$ cat src/rtl/stage_memory.sv
// Pipeline MEM stage: drives the data-memory bus, registers the MEM->WB value.
// Latency: 1 cycle to wb_* when no access; loads stall until rvalid, stores until gnt.
// Backpressure: mem_stall holds upstream while a bus transaction is outstanding.
// Optional MEM_ALIGN_CHECK_EN: misaligned ld/st are suppressed and flagged on wb_misaligned.
module stage_memory #(
    parameter int XLEN      = 32,
    parameter int RF_ADDR_W = 5
) (
    input  logic                 clk,
    input  logic                 reset,
    input  logic                 wb_clear,
    input  logic                 mem_reg_write,
    input  logic                 mem_mem_write,
    input  logic [1:0]           mem_result_src,
    input  logic [XLEN-1:0]      mem_alu_result,
    input  logic [XLEN-1:0]      mem_write_data,
    input  logic [XLEN-1:0]      mem_pc_plus_4,
    input  logic [XLEN-1:0]      mem_imm_ext,
    input  logic [RF_ADDR_W-1:0] mem_rd,
    output logic                 dmem_req,
    output logic                 dmem_we,
    output logic [XLEN-1:0]      dmem_addr,
    output logic [XLEN-1:0]      dmem_wdata,
    input  logic                 dmem_gnt,
    input  logic                 dmem_rvalid,
    input  logic [XLEN-1:0]      dmem_rdata,
    output logic                 mem_stall,
    output logic                 wb_reg_write,
    output logic [RF_ADDR_W-1:0] wb_rd,
    output logic [XLEN-1:0]      wb_result,
    output logic                 wb_misaligned
);

    typedef enum logic [1:0] {
        S_IDLE      = 2'd0,
        S_WAIT_GNT  = 2'd1,
        S_WAIT_RESP = 2'd2
    } state_e;

    state_e state_q, state_d;

    logic is_load;
    logic is_store;
    logic misaligned;
    logic access;
    logic req;
    logic pending;
    logic complete;
    logic [XLEN-1:0] result_sel;

    logic                 wb_reg_write_q;
    logic [RF_ADDR_W-1:0] wb_rd_q;
    logic [XLEN-1:0]      wb_result_q;

    // Classify the instruction in MEM and decide whether it needs the bus.
    always_comb begin
        is_load  = mem_reg_write & (mem_result_src == 2'b01) & ~mem_mem_write;
        is_store = mem_mem_write;
`ifdef MEM_ALIGN_CHECK_EN
        misaligned = (is_load | is_store) & (mem_alu_result[1:0] != 2'b00);
`else
        misaligned = 1'b0;
`endif
        access = (is_load | is_store) & ~misaligned;
    end

    // Bus FSM state register.
    always_ff @(posedge clk) begin
        if (reset) begin
            state_q <= S_IDLE;
        end else begin
            state_q <= state_d;
        end
    end

    // Next state, bus request and completion; reset forces the bus quiet at once.
    always_comb begin
        state_d  = state_q;
        req      = 1'b0;
        pending  = 1'b0;
        complete = 1'b0;
        case (state_q)
            S_IDLE, S_WAIT_GNT: begin
                if (access) begin
                    pending = 1'b1;
                    req     = 1'b1;
                    if (dmem_gnt) begin
                        if (is_store) begin
                            complete = 1'b1;
                            state_d  = S_IDLE;
                        end else begin
                            state_d  = S_WAIT_RESP;
                        end
                    end else begin
                        state_d = S_WAIT_GNT;
                    end
                end else begin
                    state_d = S_IDLE;
                end
            end
            S_WAIT_RESP: begin
                // Load data only counts here; a load never completes in its request cycle.
                pending = 1'b1;
                if (dmem_rvalid) begin
                    complete = 1'b1;
                    state_d  = S_IDLE;
                end
            end
            default: begin
                state_d = S_IDLE;
            end
        endcase
        if (reset) begin
            req      = 1'b0;
            pending  = 1'b0;
            complete = 1'b0;
            state_d  = S_IDLE;
        end
    end

    // Bus outputs are combinational from the held mem_* inputs.
    always_comb begin
        dmem_req   = req;
        dmem_we    = ~reset & is_store;
        dmem_addr  = reset ? '0 : mem_alu_result;
        dmem_wdata = reset ? '0 : mem_write_data;
        mem_stall  = pending & ~complete;
    end

    // Write-back value selection.
    always_comb begin
        result_sel = mem_alu_result;
        case (mem_result_src)
            2'b00:   result_sel = mem_alu_result;
            2'b01:   result_sel = dmem_rdata;
            2'b10:   result_sel = mem_pc_plus_4;
            2'b11:   result_sel = mem_imm_ext;
            default: result_sel = mem_alu_result;
        endcase
    end

    // MEM->WB register: stall inserts a bubble, stores and misaligned accesses never write rd.
    always_ff @(posedge clk) begin
        if (reset || wb_clear) begin
            wb_reg_write_q <= 1'b0;
            wb_rd_q        <= '0;
            wb_result_q    <= '0;
        end else if (mem_stall) begin
            wb_reg_write_q <= 1'b0;
        end else begin
            wb_reg_write_q <= mem_reg_write & ~mem_mem_write & ~misaligned;
            wb_rd_q        <= mem_rd;
            wb_result_q    <= result_sel;
        end
    end

`ifdef MEM_ALIGN_CHECK_EN
    logic wb_misaligned_q;

    // Misaligned flag travels with the instruction into WB.
    always_ff @(posedge clk) begin
        if (reset || wb_clear) begin
            wb_misaligned_q <= 1'b0;
        end else if (!mem_stall) begin
            wb_misaligned_q <= misaligned;
        end
    end

    assign wb_misaligned = wb_misaligned_q;
`else
    assign wb_misaligned = 1'b0;
`endif

    assign wb_reg_write = wb_reg_write_q;
    assign wb_rd        = wb_rd_q;
    assign wb_result    = wb_result_q;

endmodule
$ cat config.mk
export PLATFORM = sky130hd
export DESIGN_NAME = stage_memory
export DESIGN_NICKNAME = d
export VERILOG_FILES = /design/src/rtl/stage_memory.sv
export SDC_FILE = /design/constraint.sdc
export NUM_CORES = 1
export LEC_CHECK = 0
export ABC_AREA = 0
export CAP_MARGIN = 20
export CORE_ASPECT_RATIO = 0.8
export CORE_MARGIN = 5
export CORE_UTILIZATION = 29
export CTS_CLUSTER_SIZE = 40
export DETAILED_ROUTE_END_ITERATION = 12
export HOLD_SLACK_MARGIN = 0.05
export PLACE_DENSITY = 0.79
export SLEW_MARGIN = 20
export SYNTH_ARGS = -nofsm -noshare
export SYNTH_HDL_FRONTEND = slang
export SYNTH_SLANG_ARGS = --single-unit
$ cat constraint.sdc
create_clock -name clk -period 1.3 [get_ports clk]
set_input_delay 0.195 -clock clk [delete_from_list [all_inputs] [get_ports clk]]
set_output_delay 0.195 -clock clk [all_outputs]
set_load 0.005 [all_outputs]
# --- After elaboration in Yosys (flattened, before gate mapping) ---
# Cells that the tools add are included.
word_totals:
  rom_bits: 0
  n_memories: 0
  ram_bits: 0
  latchBits: 0
  reg_bits: 40
  output_inout_bits: 106
classes:
  n_mul: 0
  magnitude_cmp: 0
  n_shift: 0
  div_mod_pow: 0
  n_reduce_logical: 5
  muxes: 19
  n_eq_ne: 6
  add_sub_neg: 0
  bitwise_logic: 9
op_table:
  columns: ["cell", "count"]
  rows:
  - ["32-bit case mux with 4 select lines", 1]
  - ["32-bit two-way mux", 2]
  - ["1-bit two-way mux", 9]
  - ["2-bit two-way mux", 4]
  - ["2-bit == test, second input constant", 3]
  - ["1-bit AND", 5]
  - ["2-bit by 1-bit == test with 1-bit output, second input constant", 2]
  - ["2-bit zero test", 2]
  - ["1-bit case mux with 2 select lines", 2]
  - ["2-bit case mux with 2 select lines", 1]
  - ["2-bit OR reduction", 2]
  - ["1-bit inverter", 3]
  - ["2-bit != test, second input constant", 1]
  - ["1-bit logical OR", 1]
  - ["1-bit OR", 1]

# --- Logic depth before layout (Yosys ltp) ---
# Gate-level depths: netlist of run 1.
depth:
  depth_word: 10
  depth_mapped: 8

# --- Worst setup path after synthesis of run 1 ---
# OpenSTA, ideal clock, no wires.
synth_timing:
  path_type: "input-to-reg"
  from: "input mem_result_src[0]"
  to: "register wb_result_q[31] (netlist: wb_result[31])"
  arrival_ps: 1229
  required_ps: 1167
  setup_ps: 133
  path_stages: 5
  setup_slack_ps: -62
  n_path_buf: 2
  cell_sequence: "buf_6 clkbuf_8 mux4_4 nand2_2 a21oi_2"
synth_between:
  elab_chain_len: 9
synth_rtl:
  columns: ["item", "line_no", "rtl"]
  rows:
  - ["start, declared", "14", "input logic [1:0] mem_result_src,"]
  - ["2-bit by 1-bit == test with 1-bit output", "57, 133", null]
  - ["1-bit AND (2 in a row)", "57", "is_load = mem_reg_write & (mem_result_src == 2'b01) & ~mem_mem_write;"]
  - ["1-bit OR", "64", "access = (is_load | is_store) & ~misaligned;"]
  - ["1-bit two-way mux", "84", "if (access) begin"]
  - ["1-bit case mux with 2 select lines", "82", "case (state_q)"]
  - ["1-bit two-way mux", "113", "if (reset) begin"]
  - ["1-bit inverter", "127", "mem_stall = pending & ~complete;"]
  - ["1-bit AND", "127", null]
  - ["end signal, assigned", "153", "wb_result_q <= result_sel;"]
  - ["end, declared", "53", "logic [XLEN-1:0] wb_result_q;"]
# Parallel ways exist; a longest one is shown, timed or not.
# A chain may end at the register's enable or synchronous reset.

# --- Worst setup path in the final report of run 1 ---
layout_timing:
  from: "register state_q[1]"
  to: "register wb_rd_q[3] (netlist: wb_rd[3])"
layout_between:
  elab_chain_len: 6
layout_rtl:
  columns: ["item", "line_no", "rtl"]
  rows:
  - ["start, declared", "40", "state_e state_q, state_d;"]
  - ["start signal, assigned", "72", "state_q <= state_d;"]
  - ["2-bit by 1-bit == test with 1-bit output or 2-bit zero test (tied branches)", "82", null]
  - ["2-bit OR reduction", "82", null]
  - ["1-bit case mux with 2 select lines", "82", null]
  - ["1-bit two-way mux", "113", null]
  - ["1-bit inverter", "127", null]
  - ["1-bit AND *", "127", null]
  - ["end signal, assigned", "152", "wb_rd_q <= mem_rd;"]
  - ["end, declared", "52", "logic [RF_ADDR_W-1:0] wb_rd_q;"]
# Mark *: on every way between the ends. The rest lies on a longest branch, timed or not.

==> results.rst, run 1 <==
.. list-table::
   :header-rows: 1

   * - Metric
     - Value
   * - Most frequently used cell type in the post-synthesis netlist
     - nor2b_1
   * - Ranking of synthesized cells by area
     - dfxtp_1, mux4_1, nor2b_1, a21oi_2, nand2_2
   * - Overflow left after global routing
     - 0
   * - Clk root buf
     - clkbuf_16
   * - Violations in the final reports
     - setup timing
   * - Horizontal die dimension
     - 126 um
   * - Total routed wirelength
     - 14.0 mm
   * - Leakage power figure
     - 3.18 nW
   * - Post-route total power
     - 4.33 mW
   * - Commonest cells in the netlist
     - nor2b_1, nand2_1, dfxtp_1, a21oi_2, nand2_2
   * - Area growth, synth to finish
     - 116%
   * - Share of cells above drive strength 1
     - 0.333
   * - Leading register cell type out of synthesis
     - dfxtp_1
   * - Max IR drop VDD
     - 0.429 mV
   * - Psw
     - 1.16 mW
   * - Crit-path max cell delay
     - 0.37 ns
   * - Worst r2r path cells
     - 8
   * - Area of the core
     - 10400 um2
   * - Crit path capture type
     - flop
   * - Largest net degree at the start of global routing
     - 33
   * - Max-cap viol count
     - 0
   * - Average instance area after synthesis
     - 10.6 um2
   * - Number of sinks driven by the clock tree
     - 40
   * - RSZ-0062 raised after global routing
     - yes
   * - Clock tree from TritonCTS
     - yes
   * - Starting Density
     - 0.300
   * - Crit path required time
     - 1.47 ns
   * - Most common cell on crit path
     - buf_6
   * - Number of instances in the synthesized netlist
     - 294
   * - Switching power as a share of total power
     - 0.268
   * - Vias in the first global route
     - 3841
   * - Worst path depth
     - 8
   * - IO Count
     - 280
   * - Flop pwr share
     - 0.311
   * - Endpoints failing hold
     - 0
   * - Total clock buffers created by CTS
     - 5
   * - Clock network fraction of total power
     - 0.291
   * - CP Launch Type
     - flop
   * - Worst endpoint data arrival time
     - 1.59 ns
   * - Count of distinct cell types in the synthesized netlist
     - 29
   * - Final setup skew
     - 0.00331 ns
   * - Maximum level of the CTS H-tree
     - 2
   * - Via count
     - 3421
   * - Share of flip-flops with an asynchronous set or reset
     - 0
   * - Yosys Warn Count
     - 0
   * - Dpl cell area
     - 5980 um2
   * - Internal Power
     - 3.17 mW
   * - Slack of the critical path
     - -0.122 ns
   * - Antenna Nets Post-Route
     - 0
   * - Weighted congestion reported at the end of routability-driven placement
     - 0.934
   * - Die outline height
     - 103 um
   * - Initial DRC Count
     - 78
   * - Worst path top cell family by delay
     - buffers and inverters
   * - Number of remaining DRC errors
     - 0
   * - Flip-flop and latch count after synthesis
     - 40
   * - Relative contribution of combinational cells to total power
     - 0.398
   * - Number of enable-type register cells in the synthesized netlist
     - 0
   * - Die outline area
     - 13000 um2
   * - Latest clock arrival within the worst-skew pair
     - 0.28 ns
   * - Global-route wire length before repair
     - 20.7 mm
   * - Power density cells
     - 644 nW/um2
   * - Detailed-router iteration count before antenna repair
     - 4
   * - Count of standard-cell rows
     - 33
   * - GRT Total Usage
     - 0.204
   * - Worst path buffer plus inverter count
     - 5
   * - Result of the run
     - complete, but fails checks
   * - Area of all placed cells without fillers
     - 6730 um2
   * - Number of max-slew violations in the final report
     - 0
   * - CTS clock-pin slew for the worst setup and hold paths
     - 0.06 ns
   * - Hold Crit Depth
     - 3
   * - Highest-delay cell along the critical path
     - dfxtp_4
   * - Fin crit share
     - 1.09
   * - DP Wirelength
     - 10.6 mm
   * - Worst min-delay path category
     - input port to flop
   * - Post-synth net total
     - 468
   * - Mapped cell area
     - 3120 um2
   * - Number of antenna repair diodes
     - 0
   * - Sequential fraction of the synthesis area
     - 0.257
   * - Setup violations, final
     - 35
   * - Library cell occupying the most area in the post-synthesis netlist
     - dfxtp_1
   * - Number of input and output port buffers inserted
     - 278
   * - Vias per inst
     - 4.66
   * - Average routed wire per standard cell
     - 19.1 um
   * - Critical Path, Cell by Cell
     - o311ai_4 -> buf_6 -> inv_8 -> buf_6 -> buf_12 -> buf_16 -> nand2_4 -> a21oi_2
   * - Antenna violations before repair
     - 0
   * - Final Net Count
     - 767
   * - Quantity of hold-fixing buffers added after cts
     - 0
   * - Area share of the largest cell type after synthesis
     - 0.257
   * - Period minus WS final
     - 1.42 ns
   * - Critical Setup Path Class
     - flop to flop
   * - Crit-path max FO
     - 5
   * - Clock tree buffer depth
     - 2
   * - Max frequency
     - 0.703 GHz
worst paths after layout:
check | from | endpoint | slack (ns)
worst max-delay path | state_q[1] | wb_rd[3] | -0.12
worst max register to register | state_q[1] | wb_rd[3] | -0.12
worst min-delay path | dmem_gnt | state_q[0] | 0.20
worst min register to register | wb_result[3] | wb_result[3] | 0.46
placed cells by master (no fill, tap or decap), types with 2 or more instances in the layout:
cell type / Yosys / layout
clkdlybuf4s50_1: 0 / 165
dlygate4sd2_1: 0 / 97
nor2b_1: 64 / 55
nand2_2: 30 / 41
a21oi_2: 30 / 36
dfxtp_1: 40 / 28
nand2_4: 0 / 25
mux4_1: 23 / 23
buf_4: 1 / 17
buf_12: 4 / 13
dfxtp_2: 0 / 11
nand2_1: 46 / 10
nor2b_2: 0 / 8
clkbuf_16: 0 / 7
clkdlybuf4s15_1: 0 / 6
buf_6: 7 / 6
mux4_2: 5 / 5
buf_16: 0 / 5
nor2_1: 4 / 4
mux4_4: 4 / 4
buf_2: 0 / 4
inv_1: 2 / 2
clkinvlp_4: 0 / 2
clkbuf_2: 0 / 2
dlymetal6s2s_1: 1 / 2
worst min-delay path, stage by stage:
cell      delay, ns
clkbuf_2       0.09
buf_4          0.10
nor4_1         0.04
kinds of logic after synthesis:
logic type / share of synthesized area
flip-flops: 0.257
other: 0.00120
AO/OA/AOI/OAI: 0.107
buffers and inverters: 0.104
multiplexers: 0.262
AND/OR/NAND/NOR: 0.269
repair_timing:
action,4_1_cts,5_1_grt
buffers inserted,10,6
gates cloned,8,2
pin swaps,26,10
endpoints found under the setup margin,143,53
gates resized for setup,213,44
power by group through the flow:
| stage | Combinational, mW | Sequential (mW) | Clock [mW] |
|---|---|---|---|
| 6_report | 1.72 | 1.35 | 1.26 |
| 5_1_grt | 1.84 | 1.36 | 1.36 |
| 4_1_cts | 1.70 | 1.34 | 1.29 |
| 3_5_place_dp | 1.60 | 1.35 | 0 |
| 3_3_place_gp | 1.57 | 1.35 | 0 |
| 2_1_floorplan | 0.659 | 1.35 | 0 |
metrics by stage:
step / setup WS [ns] / hold WS, ns / setup TNS (ns) / instances / util
final: -0.122 / 0.202 / -2.52 / 734 / 0.647
after global routing: -0.180 / 0.207 / -4.22 / 734 / 0.647
after CTS: -0.174 / 0.346 / -4.58 / 731 / 0.635
after detailed placement: -0.746 / 0.445 / -38.76 / 705 / 0.575
after global placement: -0.717 / 0.436 / -36.94 / 705 / 0.575
after floorplan: -0.0166 / 0.266 / -0.153 / 294 / -
area by class of cell:
| class | instances | area, um2 |
|---|---|---|
| Clock buffer | 6 | 139 |
| Inverter | 3 | 18.8 |
| Sequential cell | 40 | 818 |
| Tap cell | 140 | 175 |
| Fill cell | 861 | 3680 |
| Multi-Input combinational cell | 223 | 2290 |
| Clock inverter | 2 | 15.0 |
| Timing Repair Buffer | 320 | 3270 |
state kept, by name, summed over array words and instances, names as in the netlist:
signal,flops
wb_rd,5
wb_result,32
wb_reg_write,1
state_q,2
metal layers:
| metal | wire length [um] | share of wire | global-route usage |
|---|---|---|---|
| met4 | 133 | 0.0095 | 0.0363 |
| met1 | 5490 | 0.39 | 0.235 |
| met2 | 7310 | 0.52 | 0.378 |
| met3 | 1100 | 0.078 | 0.0663 |
| met5 | 0 | 0 | 0 |
Note: power is estimated with default switching activity, not from simulation.
==> run 2: changes to the inputs <==
SKIP_LAST_GASP = 1   (was default)
==> run 2 against run 1 <==
  * The run still ends with setup timing left
  * Sequential power hardly changed
  * Worst setup slack better by 0.011 ns
  * Flip-flop and latch count stayed put
  * Clock skew hardly changed
  * Design area is 0.65% lower
  * First-iteration DRC count is 19% higher
  * Power is 0.13% lower
  * Register-to-register slack hardly changed
  * Sequential share of layout area is 0.080 points higher
  * Non-clock buffer count is 1 lower
==> results.rst, run 2 (synthesis results as in run 1) <==
.. list-table::
   :header-rows: 1

   * - Metric
     - Value
   * - Result of the run
     - complete, but fails checks
   * - Violations in the final reports
     - setup timing
   * - CP Launch Type
     - flop
   * - Max reg flops
     - 32 (unchanged)
   * - Launch instance of the worst register-to-register path
     - state_q[1]
   * - Total routed wirelength
     - 14.0 mm (-0.34%)
   * - Final hold slack
     - 0.201 ns (-0.000574 ns)
   * - Setup slack on the worst flop-to-flop path
     - -0.11 ns (about the same)
   * - Max IR drop VDD
     - 0.401 mV (-6.5%)
   * - Worst r2r path cells
     - 8 (unchanged)
   * - Leakage power figure
     - 3.15 nW (-0.81%)
   * - Number of sinks driven by the clock tree
     - 40 (unchanged)
   * - Die outline area
     - 13000 um2 (unchanged)
   * - Max-cap viol count
     - 0 (unchanged)
   * - Total clock buffers created by CTS
     - 5 (unchanged)
   * - GRT Total Usage
     - 0.203 (-0.000999)
   * - Detailed-router iteration count before antenna repair
     - 4 (unchanged)
   * - Number of input and output port buffers inserted
     - 278 (unchanged)
   * - Most used cells in the layout excluding fill and tap cells
     - clkdlybuf4s50_1, dlygate4sd2_1, nor2b_1, a21oi_2, nand2_2
   * - Fin crit share
     - 1.09 (-0.00853)
   * - Max frequency
     - 0.709 GHz (+0.79%)
   * - CTS clock-pin slew for the worst setup and hold paths
     - 0.06 ns (about the same)
   * - IO Count
     - 280 (unchanged)
   * - Count of standard-cell rows
     - 33 (unchanged)
   * - Slack of the critical path
     - -0.111 ns (+0.0111 ns)
   * - Weighted congestion reported at the end of routability-driven placement
     - 0.934 (unchanged)
   * - RSZ-0062 raised after global routing
     - yes
   * - Antenna Nets Post-Route
     - 0 (unchanged)
   * - Critical Setup Path Class
     - flop to flop
   * - Crit path capture type
     - flop
   * - Die outline height
     - 103 um (unchanged)
   * - Worst min-delay path category
     - input port to flop
   * - Antenna violations before repair
     - 0 (unchanged)
   * - Worst Hold Launch
     - dmem_gnt
   * - Largest net degree at the start of global routing
     - 33 (unchanged)
   * - Clk root buf
     - clkbuf_16
   * - Overflow left after global routing
     - 0 (unchanged)
   * - R2r endpoint
     - wb_result[2]
   * - Clock tree buffer depth
     - 2 (unchanged)
   * - Crit path required time
     - 1.47 ns (about the same)
   * - Endpoints failing hold
     - 0 (unchanged)
   * - Final Net Count
     - 766 (-0.13%)
   * - Commonest non-fill, non-tap cell in the layout
     - clkdlybuf4s50_1
   * - Clock tree from TritonCTS
     - yes
   * - DP Wirelength
     - 10.6 mm (unchanged)
   * - Non-filler instance count after layout
     - 733 (-0.14%)
   * - Worst endpoint data arrival time
     - 1.58 ns (about the same)
   * - Number of max-slew violations in the final report
     - 0 (unchanged)
   * - Post-route total power
     - 4.33 mW (-0.13%)
   * - Quantity of hold-fixing buffers added after cts
     - 0 (unchanged)
   * - Initial DRC Count
     - 93 (+19%)
   * - Final setup skew
     - 0.00379 ns (+0.000481 ns)
   * - Detail Route met2 WL
     - 7.25 mm (-0.82%)
   * - Number of remaining DRC errors
     - 0 (unchanged)
   * - Setup violations, final
     - 34 (-2.9%)
   * - Area of the core
     - 10400 um2 (unchanged)
   * - Hold Crit Depth
     - 3 (unchanged)
   * - Vias in the first global route
     - 3810 (-0.81%)
   * - Share of cells above drive strength 1
     - 0.314 (-0.0197)
   * - Starting Density
     - 0.300 (unchanged)
   * - Number of antenna repair diodes
     - 0 (unchanged)
   * - Power density cells
     - 647 nW/um2 (+0.53%)
   * - Highest routed layer
     - met4
   * - Horizontal die dimension
     - 126 um (unchanged)
   * - Total instance count after detailed placement
     - 705 (unchanged)
   * - Average routed wire per standard cell
     - 19.1 um (-0.21%)
   * - Total routed wire length on the met1 layer
     - 5.38 mm (-2.0%)
   * - Worst Hold Path EP
     - state_q[0]
   * - Latest clock arrival within the worst-skew pair
     - 0.28 ns (about the same)
   * - Area of all placed cells without fillers
     - 6690 um2 (-0.65%)
   * - Global-route wire length before repair
     - 20.6 mm (-0.50%)
   * - Period minus WS final
     - 1.41 ns (-0.0111 ns)
   * - Crit-path max FO
     - 5 (unchanged)
   * - Dpl cell area
     - 5980 um2 (unchanged)
   * - Area growth, synth to finish
     - 114%
   * - Maximum level of the CTS H-tree
     - 2 (unchanged)
   * - Via count
     - 3425 (+0.12%)
   * - Sum of met3 wire segment lengths after detailed routing
     - 1.22 mm (+11%)
   * - Vias per inst
     - 4.67 (+0.25%)
-- run 2: per-layer routing --
metal  vias to the layer above  track usage
met2                       155        0.375
met5                         -            0
met3                         8       0.0663
met4                         0       0.0363
li1                       1635            -
met1                      1627        0.234
-- run 2: what timing repair did --
action	in CTS	in global routing
pin swaps	24	14
cloned	8	2
endpoints found under the hold margin	0	0
setup endpoints to repair	143	54
setup buffers	10	3
resized for setup	198	47
-- run 2: worst max-delay path by stage --
stage,startpoint,endpoint,slack (ns),cells after the start
after CTS,state_q[1],wb_rd[3],-0.19,8
after global routing,state_q[1],wb_reg_write,-0.18,6
after detailed placement,mem_mem_write,mem_stall,-0.75,5
after floorplan,mem_result_src[0],wb_result[21],-0.02,8
final,state_q[1],wb_result[2],-0.11,8
after global placement,mem_mem_write,mem_stall,-0.72,5
-- run 2: cell type report --
type / count / area (um2)
tap: 140 / 175
timing repair buffer: 319 / 3270
fill: 865 / 3720
multi-input combinational: 223 / 2250
inverter: 3 / 18.8
sequential: 40 / 818
clock inverter: 2 / 15.0
clock buffer: 6 / 139
-- run 2: per-stage QoR --
stage           util  setup TNS (ns)  setup WS, ns
2_1_floorplan      -          -0.153       -0.0166
3_3_place_gp   0.575          -36.94        -0.717
3_5_place_dp   0.575          -38.76        -0.746
4_1_cts        0.632           -4.70        -0.189
5_1_grt        0.642           -4.19        -0.177
6_report       0.642           -1.97        -0.111
-- run 2: worst max-delay path: stages, from the launching register on --
cell	delay (ns)
dfxtp_4	0.36
o311ai_4	0.24
buf_6	0.17
inv_8	0.04
buf_6	0.12
buf_4	0.13
buf_12	0.14
nand2_4	0.05
a21oi_2	0.04
-- run 2: where the power goes --
group | internal (mW) | switching [mW] | leakage [nW]
clock network | 0.763 | 0.505 | 0.0691
registers | 1.29 | 0.0516 | 0.333
logic | 1.11 | 0.603 | 2.75
